--- src/rtl/tcp_rx_pkg.sv ---
// Shared types and constants for the MII receive frame parser and its CRC helper.
package tcp_rx_pkg;

    typedef enum logic [1:0] {
        WAIT_IDLE = 2'd0,
        HUNT      = 2'd1,
        BODY      = 2'd2,
        DROP      = 2'd3
    } state_e;

    localparam logic [2:0] ERR_NONE   = 3'd0;
    localparam logic [2:0] ERR_CRC    = 3'd1;
    localparam logic [2:0] ERR_SHORT  = 3'd2;
    localparam logic [2:0] ERR_LONG   = 3'd3;
    localparam logic [2:0] ERR_ALIGN  = 3'd4;
    localparam logic [2:0] ERR_RXER   = 3'd5;
    localparam logic [2:0] ERR_FILTER = 3'd6;

    // Byte offsets counted from the first destination MAC byte
    localparam logic [10:0] OFS_DMAC  = 11'd0;
    localparam logic [10:0] OFS_ETYPE = 11'd12;
    localparam logic [10:0] OFS_PROTO = 11'd23;
    localparam logic [10:0] OFS_SIP   = 11'd26;
    localparam logic [10:0] OFS_SPORT = 11'd34;
    localparam logic [10:0] OFS_DPORT = 11'd36;
    localparam logic [10:0] OFS_SEQ   = 11'd38;
    localparam logic [10:0] OFS_ACK   = 11'd42;
    localparam logic [10:0] OFS_FLAGS = 11'd47;

    localparam logic [15:0] ETH_TYPE_IPV4 = 16'h0800;
    localparam logic [7:0]  IP_PROTO_TCP  = 8'd6;
    localparam logic [7:0]  PREAMBLE      = 8'h55;
    localparam logic [7:0]  SFD           = 8'hD5;

    localparam logic [31:0] CRC_INIT    = 32'hFFFFFFFF;
    localparam logic [31:0] CRC_POLY    = 32'hEDB88320;
    localparam logic [31:0] CRC_RESIDUE = 32'hDEBB20E3;

    function automatic logic [7:0] mac_byte(input logic [47:0] mac, input logic [2:0] i);
        case (i)
            3'd0:    return mac[47:40];
            3'd1:    return mac[39:32];
            3'd2:    return mac[31:24];
            3'd3:    return mac[23:16];
            3'd4:    return mac[15:8];
            default: return mac[7:0];
        endcase
    endfunction

endpackage

--- src/rtl/crc32_byte.sv ---
// Combinational reflected CRC-32 step over one byte, LSB first.
module crc32_byte
    import tcp_rx_pkg::*;
(
    input  logic [31:0] crc_in,
    input  logic [7:0]  data,
    output logic [31:0] crc_out
);

    logic [31:0] c;

    always_comb begin
        c = crc_in ^ {24'h0, data};
        for (int i = 0; i < 8; i++) begin
            c = c[0] ? ((c >> 1) ^ CRC_POLY) : (c >> 1);
        end
        crc_out = c;
    end

endmodule

--- src/rtl/tcp_rx_frame_parser.sv ---
// MII receive parser: nibble assembly, preamble/SFD hunt, CRC check, header filter
// and TCP field extraction with a one-cycle good/bad verdict after rx_dv falls.
//
// state     | meaning
// WAIT_IDLE | after reset, ignore traffic until the line goes idle
// HUNT      | count 0x55 preamble bytes, wait for SFD
// BODY      | frame bytes: CRC, index, field capture, filter
// DROP      | discard nibbles until rx_dv falls
module tcp_rx_frame_parser
    import tcp_rx_pkg::*;
#(
    parameter logic [47:0] LOCAL_MAC  = 48'h24be051e72e9,
    parameter logic [15:0] LOCAL_PORT = 16'd20,
    parameter int unsigned MIN_BYTES  = 64,
    parameter int unsigned MAX_BYTES  = 1518
) (
    input  logic        clk,
    input  logic        rst_n,
    input  logic        rx_dv,
    input  logic        rx_er,
    input  logic [3:0]  rxd,
    output logic        frame_valid,
    output logic        frame_err,
    output logic [2:0]  err_code,
    output logic [31:0] src_ip,
    output logic [15:0] src_port,
    output logic [31:0] seq_num,
    output logic [31:0] ack_num,
    output logic [5:0]  tcp_flags,
    output logic        syn_ack,
    output logic [10:0] byte_cnt
);

    localparam int unsigned LONG_BYTES = MAX_BYTES + 1;
    localparam logic [10:0] MIN_CNT  = MIN_BYTES[10:0];
    localparam logic [10:0] LONG_CNT = LONG_BYTES[10:0];

    state_e      state_q, state_d;
    logic        phase_q, phase_d;
    logic [3:0]  lo_nib_q, lo_nib_d;
    logic [2:0]  pre_cnt_q, pre_cnt_d;
    logic [31:0] crc_q, crc_d, crc_next;
    logic [10:0] idx_q, idx_d, idx_inc;
    logic        filt_bad_q, filt_bad_d;
    logic        rxer_q, rxer_d, long_q, long_d, from_body_q, from_body_d;
    logic [31:0] sh_sip_q, sh_sip_d, sh_seq_q, sh_seq_d, sh_ack_q, sh_ack_d;
    logic [15:0] sh_sport_q, sh_sport_d;
    logic [5:0]  sh_flags_q, sh_flags_d;
    logic        frame_valid_q, frame_valid_d, frame_err_q, frame_err_d;
    logic [2:0]  err_code_q, err_code_d, err_sel;
    logic [31:0] src_ip_q, src_ip_d, seq_num_q, seq_num_d, ack_num_q, ack_num_d;
    logic [15:0] src_port_q, src_port_d;
    logic [5:0]  tcp_flags_q, tcp_flags_d;
    logic        syn_ack_q, syn_ack_d;
    logic [10:0] byte_cnt_q, byte_cnt_d;
    logic [7:0]  byte_val;
    logic        byte_stb, byte_bad, end_frame;

    crc32_byte u_crc (.crc_in(crc_q), .data(byte_val), .crc_out(crc_next));

    assign byte_val = {rxd, lo_nib_q};
    assign byte_stb = rx_dv & phase_q;
    assign idx_inc  = idx_q + 11'd1;

    always_comb begin
        byte_bad = 1'b0;
        if (idx_q < OFS_DMAC + 11'd6) begin
            byte_bad = byte_val != mac_byte(LOCAL_MAC, idx_q[2:0]);
        end else begin
            case (idx_q)
                OFS_ETYPE:          byte_bad = byte_val != ETH_TYPE_IPV4[15:8];
                OFS_ETYPE + 11'd1:  byte_bad = byte_val != ETH_TYPE_IPV4[7:0];
                OFS_PROTO:          byte_bad = byte_val != IP_PROTO_TCP;
                OFS_DPORT:          byte_bad = byte_val != LOCAL_PORT[15:8];
                OFS_DPORT + 11'd1:  byte_bad = byte_val != LOCAL_PORT[7:0];
                default:            byte_bad = 1'b0;
            endcase
        end
    end

    always_comb begin
        if (rxer_q)                   err_sel = ERR_RXER;
        else if (phase_q)             err_sel = ERR_ALIGN;
        else if (long_q)              err_sel = ERR_LONG;
        else if (idx_q < MIN_CNT)     err_sel = ERR_SHORT;
        else if (crc_q != CRC_RESIDUE) err_sel = ERR_CRC;
        else if (filt_bad_q)          err_sel = ERR_FILTER;
        else                          err_sel = ERR_NONE;
    end

    always_comb begin
        state_d       = state_q;
        phase_d       = rx_dv & ~phase_q;
        lo_nib_d      = (rx_dv & ~phase_q) ? rxd : lo_nib_q;
        pre_cnt_d     = pre_cnt_q;
        crc_d         = crc_q;
        idx_d         = idx_q;
        filt_bad_d    = filt_bad_q;
        rxer_d        = rxer_q;
        long_d        = long_q;
        from_body_d   = from_body_q;
        sh_sip_d      = sh_sip_q;
        sh_sport_d    = sh_sport_q;
        sh_seq_d      = sh_seq_q;
        sh_ack_d      = sh_ack_q;
        sh_flags_d    = sh_flags_q;
        frame_valid_d = 1'b0;
        frame_err_d   = 1'b0;
        err_code_d    = err_code_q;
        src_ip_d      = src_ip_q;
        src_port_d    = src_port_q;
        seq_num_d     = seq_num_q;
        ack_num_d     = ack_num_q;
        tcp_flags_d   = tcp_flags_q;
        syn_ack_d     = syn_ack_q;
        byte_cnt_d    = byte_cnt_q;
        end_frame     = 1'b0;

        case (state_q)
            WAIT_IDLE: if (!rx_dv) state_d = HUNT;
            HUNT: begin
                if (!rx_dv) begin
                    pre_cnt_d = 3'd0;
                end else if (byte_stb) begin
                    if (byte_val == PREAMBLE) begin
                        pre_cnt_d = (pre_cnt_q == 3'd7) ? 3'd7 : pre_cnt_q + 3'd1;
                    end else if (byte_val == SFD && pre_cnt_q != 3'd0) begin
                        state_d    = BODY;
                        crc_d      = CRC_INIT;
                        idx_d      = 11'd0;
                        filt_bad_d = 1'b0;
                        rxer_d     = 1'b0;
                        long_d     = 1'b0;
                        pre_cnt_d  = 3'd0;
                    end else begin
                        state_d     = DROP;
                        from_body_d = 1'b0;
                        pre_cnt_d   = 3'd0;
                    end
                end
            end
            BODY: begin
                if (!rx_dv) begin
                    end_frame = 1'b1;
                end else if (rx_er) begin
                    state_d     = DROP;
                    from_body_d = 1'b1;
                    rxer_d      = 1'b1;
                end else if (byte_stb) begin
                    crc_d      = crc_next;
                    idx_d      = idx_inc;
                    filt_bad_d = filt_bad_q | byte_bad;
                    if (idx_q >= OFS_SIP && idx_q < OFS_SIP + 11'd4)     sh_sip_d   = {sh_sip_q[23:0], byte_val};
                    if (idx_q >= OFS_SPORT && idx_q < OFS_SPORT + 11'd2) sh_sport_d = {sh_sport_q[7:0], byte_val};
                    if (idx_q >= OFS_SEQ && idx_q < OFS_SEQ + 11'd4)     sh_seq_d   = {sh_seq_q[23:0], byte_val};
                    if (idx_q >= OFS_ACK && idx_q < OFS_ACK + 11'd4)     sh_ack_d   = {sh_ack_q[23:0], byte_val};
                    if (idx_q == OFS_FLAGS)                              sh_flags_d = byte_val[5:0];
                    if (idx_inc == LONG_CNT) begin
                        state_d     = DROP;
                        from_body_d = 1'b1;
                        long_d      = 1'b1;
                    end
                end
            end
            DROP: begin
                if (!rx_dv) begin
                    if (from_body_q) end_frame = 1'b1;
                    else             state_d   = HUNT;
                end
            end
            default: state_d = HUNT;
        endcase

        // Verdict is registered on the rx_dv-low cycle so it is visible the cycle after
        if (end_frame) begin
            state_d     = HUNT;
            from_body_d = 1'b0;
            byte_cnt_d  = idx_q;
            if (err_sel == ERR_NONE) begin
                frame_valid_d = 1'b1;
                src_ip_d      = sh_sip_q;
                src_port_d    = sh_sport_q;
                seq_num_d     = sh_seq_q;
                ack_num_d     = sh_ack_q;
                tcp_flags_d   = sh_flags_q;
                syn_ack_d     = sh_flags_q[4] & sh_flags_q[1];
            end else begin
                frame_err_d = 1'b1;
                err_code_d  = err_sel;
            end
        end
    end

    always_ff @(posedge clk) begin
        if (!rst_n) begin
            state_q       <= WAIT_IDLE;
            phase_q       <= 1'b0;
            lo_nib_q      <= 4'h0;
            pre_cnt_q     <= 3'd0;
            crc_q         <= CRC_INIT;
            idx_q         <= 11'd0;
            filt_bad_q    <= 1'b0;
            rxer_q        <= 1'b0;
            long_q        <= 1'b0;
            from_body_q   <= 1'b0;
            sh_sip_q      <= 32'h0;
            sh_sport_q    <= 16'h0;
            sh_seq_q      <= 32'h0;
            sh_ack_q      <= 32'h0;
            sh_flags_q    <= 6'h0;
            frame_valid_q <= 1'b0;
            frame_err_q   <= 1'b0;
            err_code_q    <= ERR_NONE;
            src_ip_q      <= 32'h0;
            src_port_q    <= 16'h0;
            seq_num_q     <= 32'h0;
            ack_num_q     <= 32'h0;
            tcp_flags_q   <= 6'h0;
            syn_ack_q     <= 1'b0;
            byte_cnt_q    <= 11'd0;
        end else begin
            state_q       <= state_d;
            phase_q       <= phase_d;
            lo_nib_q      <= lo_nib_d;
            pre_cnt_q     <= pre_cnt_d;
            crc_q         <= crc_d;
            idx_q         <= idx_d;
            filt_bad_q    <= filt_bad_d;
            rxer_q        <= rxer_d;
            long_q        <= long_d;
            from_body_q   <= from_body_d;
            sh_sip_q      <= sh_sip_d;
            sh_sport_q    <= sh_sport_d;
            sh_seq_q      <= sh_seq_d;
            sh_ack_q      <= sh_ack_d;
            sh_flags_q    <= sh_flags_d;
            frame_valid_q <= frame_valid_d;
            frame_err_q   <= frame_err_d;
            err_code_q    <= err_code_d;
            src_ip_q      <= src_ip_d;
            src_port_q    <= src_port_d;
            seq_num_q     <= seq_num_d;
            ack_num_q     <= ack_num_d;
            tcp_flags_q   <= tcp_flags_d;
            syn_ack_q     <= syn_ack_d;
            byte_cnt_q    <= byte_cnt_d;
        end
    end

    assign frame_valid = frame_valid_q;
    assign frame_err   = frame_err_q;
    assign err_code    = err_code_q;
    assign src_ip      = src_ip_q;
    assign src_port    = src_port_q;
    assign seq_num     = seq_num_q;
    assign ack_num     = ack_num_q;
    assign tcp_flags   = tcp_flags_q;
    assign syn_ack     = syn_ack_q;
    assign byte_cnt    = byte_cnt_q;

endmodule

--- config.mk ---
export PLATFORM = sky130hd
export DESIGN_NAME = tcp_rx_frame_parser
export DESIGN_NICKNAME = d
export VERILOG_FILES = /design/src/rtl/tcp_rx_pkg.sv /design/src/rtl/crc32_byte.sv /design/src/rtl/tcp_rx_frame_parser.sv
export SDC_FILE = /design/constraint.sdc
export NUM_CORES = 1
export LEC_CHECK = 0
export CAP_MARGIN = 20
export CORE_UTILIZATION = 53
export CTS_BUF_LIST = sky130_fd_sc_hd__clkbuf_4
export CTS_CLUSTER_DIAMETER = 80
export DETAILED_ROUTE_END_ITERATION = 6
export GPL_TIMING_DRIVEN = 0
export PLACE_DENSITY = 0.78
export REMOVE_ABC_BUFFERS = 1
export SLEW_MARGIN = 20
export SYNTH_ARGS = -nofsm -noshare
export SYNTH_HDL_FRONTEND = slang
export SYNTH_SLANG_ARGS = --single-unit
--- constraint.sdc ---
create_clock -name clk -period 2.4 [get_ports clk]
set_clock_uncertainty 0.05 [all_clocks]
set_input_delay 0.48 -clock clk [delete_from_list [all_inputs] [get_ports clk]]
set_output_delay 0.48 -clock clk [all_outputs]
set_load 0.1 [all_outputs]
==> key figures <==
Worst hold path
  • Beginning of the worst hold path: rst_n
  • WHS Path Cells: 2
  • Hold Path Class: in2reg
  • Hold worst-path end: crc_q[5]

Yosys
  • Avg Cell Area, Syn: roughly 8.6 um2
  • Area share of the largest cell type after synthesis: 0.456
  • Cell Area, Synth: 13600 um2
  • Ys flop type: dfxtp_1
  • Most common cell in the synthesized netlist: nand2_1
  • Synth area leader: dfxtp_1
  • Yosys reg bits: 310
  • Post-synth ARST share: 0
  • Seq/Total Area, Yosys: 0.456
  • Top cells by count, synth: nand2_1, dfxtp_1, a21oi_1
  • Synthesis warning total: 0
  • Synth cell types: between 70 and 80
  • Synth top area cells: dfxtp_1, nand2_1, a21oi_2
  • Cell count after synthesis: approximately 1600
  • Number of synthesized flops with an enable pin: 0

GRT
  • Pin count of the biggest net entering global routing: between 100 and 150
  • Global-route wire length before repair: roughly 54000 um
  • GRT Resource Usage Total: 0.253
  • Grt ovf: 0
  • Initial antenna violation count: 1
  • Vias in the first global route: 10800

Placed design
  • IO Port Bufs: roughly 140
  • Area after DPL: about 15000 um2
  • DP HPWL: a little under 20000 um
  • RePlAce Congestion: a little under 0.9

Die
  • Die area: between 20000 and 30000 um2
  • Die Width: approximately 160 um
  • Rows: just under 60
  • I/O Pins: between 100 and 150
  • Vert. Die Dim: around 160 um
  • Starting Density: 0.541
  • CORE AREA: roughly 25000 um2

Critical path
  • Crit-path max FO: 64
  • Critical path data arrival time: 2970 ps
  • Crit Path Class: reg2reg
  • Crit. End Element: register
  • R2R depth: 7
  • CP startpoint kind: register
  • CP Data Required Time: slightly below 3000 ps
  • Reg-to-Reg End: ack_num[29]
  • R2r startpoint: crc_q[9]
  • Worst R2R Setup Slack: approximately 14 ps

Clocking
  • H-tree depth: 3
  • Root buffer cell: clkbuf_4
  • Num CTS Buffers: just over 80
  • Num Clock Sinks: 310
  • Clk buf depth: 3
  • Clk slew on worst S/H paths: around 70 ps
  • TritonCTS clock tree: built
  • Worst skew pair latency: 710 ps

Route
  • Initial drt markers: 1056
  • Met2 routed WL: between 15000 and 20000 um
  • Routed via count: 11600
  • Max Used Layer: met4
  • Routed met3 length: approximately 2300 um
  • Vias per cell: between 5 and 6
  • Drt first pass iters: 6
  • Final WL: approximately 35000 um
  • DRT met1 WL: between 15000 and 20000 um
  • Routed Antenna Nets: 0
  • DRC: 0
  • WL per Instance: approximately 16 um

Run status
  • Status: finished clean

Pwr
  • Max VDD drop: roughly 520 uV
  • PwrDens: 689 nW/um2
  • Pleak: approximately 0.0057 uW

Layout
  • FF/Latch Area: about 6200 um2
  • Share of post-route cells with drive strength above 1: 0.329
  • Final Core Density: 0.676
  • Syn-to-layout area delta: 24.9%
  • Final layout net count: approximately 1800
  • Multi-input logic area: just under 7000 um2
  • Final instance area: about 17000 um2
  • Fillers: 1988

STA
  • Fmax: 419 MHz
  • Endpoints failing hold: 0
  • Minimum clock period: around 2400 ps
  • Finish-stage setup viols: 0
  • Fin. max-slew vios: 0
  • RSZ-0062 raised after global routing: yes
  • Slew @ Worst Pin: between 800 and 900 ps
  • Slew headroom: 0.407
  • Period utilisation layout: 0.994

Flow run
  • Max Cap Viol: 0
-- power by group --
part | total [uW] | switching [uW] | internal, uW
Combinational | 1650 | 1040 | 609
Sequential | 5300 | 88.2 | 5210
Clock | 4780 | 2120 | 2650
Total | 11700 | 3250 | 8470
-- layout by cell type (no fill, tap or decap), types with 6 or more instances in the layout --
cell,synthesis,routed
nand2_2,90,97
mux2i_1,42,42
clkbuf_4,0,117
nand2_1,372,364
o21a_1,6,6
and3_1,7,7
nand4_1,6,6
clkdlybuf4s15_2,0,127
ha_1,12,9
inv_1,14,13
dfxtp_4,0,7
nor3_1,27,25
xor2_1,20,20
o21ai_0,39,38
o22ai_1,13,13
nor2_1,84,81
clkbuf_2,0,8
buf_16,0,6
buf_6,3,7
dfxtp_1,310,292
a21boi_0,6,6
clkinv_1,0,8
a21oi_2,100,103
a21oi_1,134,131
dfxtp_2,0,11
nor4_1,9,8
buf_4,1,35
or3_1,10,7
xnor2_1,50,46
nand3_1,22,20
-- metrics by stage --
stage                     setup slack (ps)  hold WS [ps]  cells  TNS (ps)  power [uW]
after global placement               -6130           390   1935  -1414260        6670
after global routing                 -54.6          57.5   2133      -699       12200
final                                 14.2          90.7   2133         0       11700
after CTS                            0.657          46.7   2109         0       11600
after detailed placement             -1550           393   1954   -332280        6710
after floorplan                      -2840           381   1463   -554890        6350
-- registers in the layout (all words and copies together) (netlist names), 2 cells and up --
register / flops
ack_num: 32
byte_cnt: 11
crc_q: 32
err_code: 3
idx_q: 11
lo_nib_q: 4
pre_cnt_q: 3
seq_num: 32
sh_ack_q: 32
sh_flags_q: 6
sh_seq_q: 32
sh_sip_q: 32
sh_sport_q: 16
src_ip: 32
src_port: 16
state_q: 2
tcp_flags: 6
-- area by class of cell --
| class | instances | share of cell area |
|---|---|---|
| multi-input combinational | 1142 | 0.409 |
| timing repair buffer | 201 | 0.133 |
| sequential | 310 | 0.367 |
| tap | 330 | 0.0243 |
| clock inverter | 16 | 0.0106 |
| inverter | 15 | 0.00397 |
| antenna | 1 | 0.000147 |
| timing repair inverter | 1 | 0.000294 |
| clock buffer | 117 | 0.0516 |
-- what timing repair did --
action,CTS,global route
buffers inserted,23,19
hold endpoints to repair,0,0
setup endpoints to repair,436,204
pin swaps,14,8
gates resized for setup,447,57
cloned,4,5
hold buffers,0,0
-- metal layers --
layer,GRT usage,vias up
met3,0.0457,78
met2,0.410,429
li1,-,5673
met5,0,-
met1,0.330,5463
met4,0.108,0
-- kinds of logic after synthesis --
group                      count (synthesis)  synth area share
and+or+nand+nor                          667             0.223
AOI/OAI and AO/OA                        338             0.167
adders and majority gates                 12            0.0110
buffers and inverters                    134            0.0548
xor gates and xnor gates                  78            0.0562
DFF                                      310             0.456
muxes                                     43            0.0317
-- worst max-delay path, stage by stage, from the launching register on --
cell and delay [ps]:
dfxtp_2 340, or4_4 570, nor4_4 180, and4_4 290
and4_4 250, buf_16 330, nand2_2 130, a21oi_2 150
-- how the worst max path moves through the flow --
| stage | from | endpoint | slack [ps] | cells after the start |
|---|---|---|---|---|
| floorplan | state_q[0] | ack_num[0] | -2840 | 7 |
| global placement | state_q[0] | ack_num[16] | -6130 | 7 |
| detailed placement | rxd[1] | filt_bad_q | -1550 | 7 |
| CTS | src_ip[30] | src_ip[30] | 0.7 | 1 |
| global route | crc_q[9] | tcp_flags[0] | -50 | 7 |
| finish | crc_q[9] | ack_num[29] | 10 | 7 |
Power figures use the tool's default switching activity.
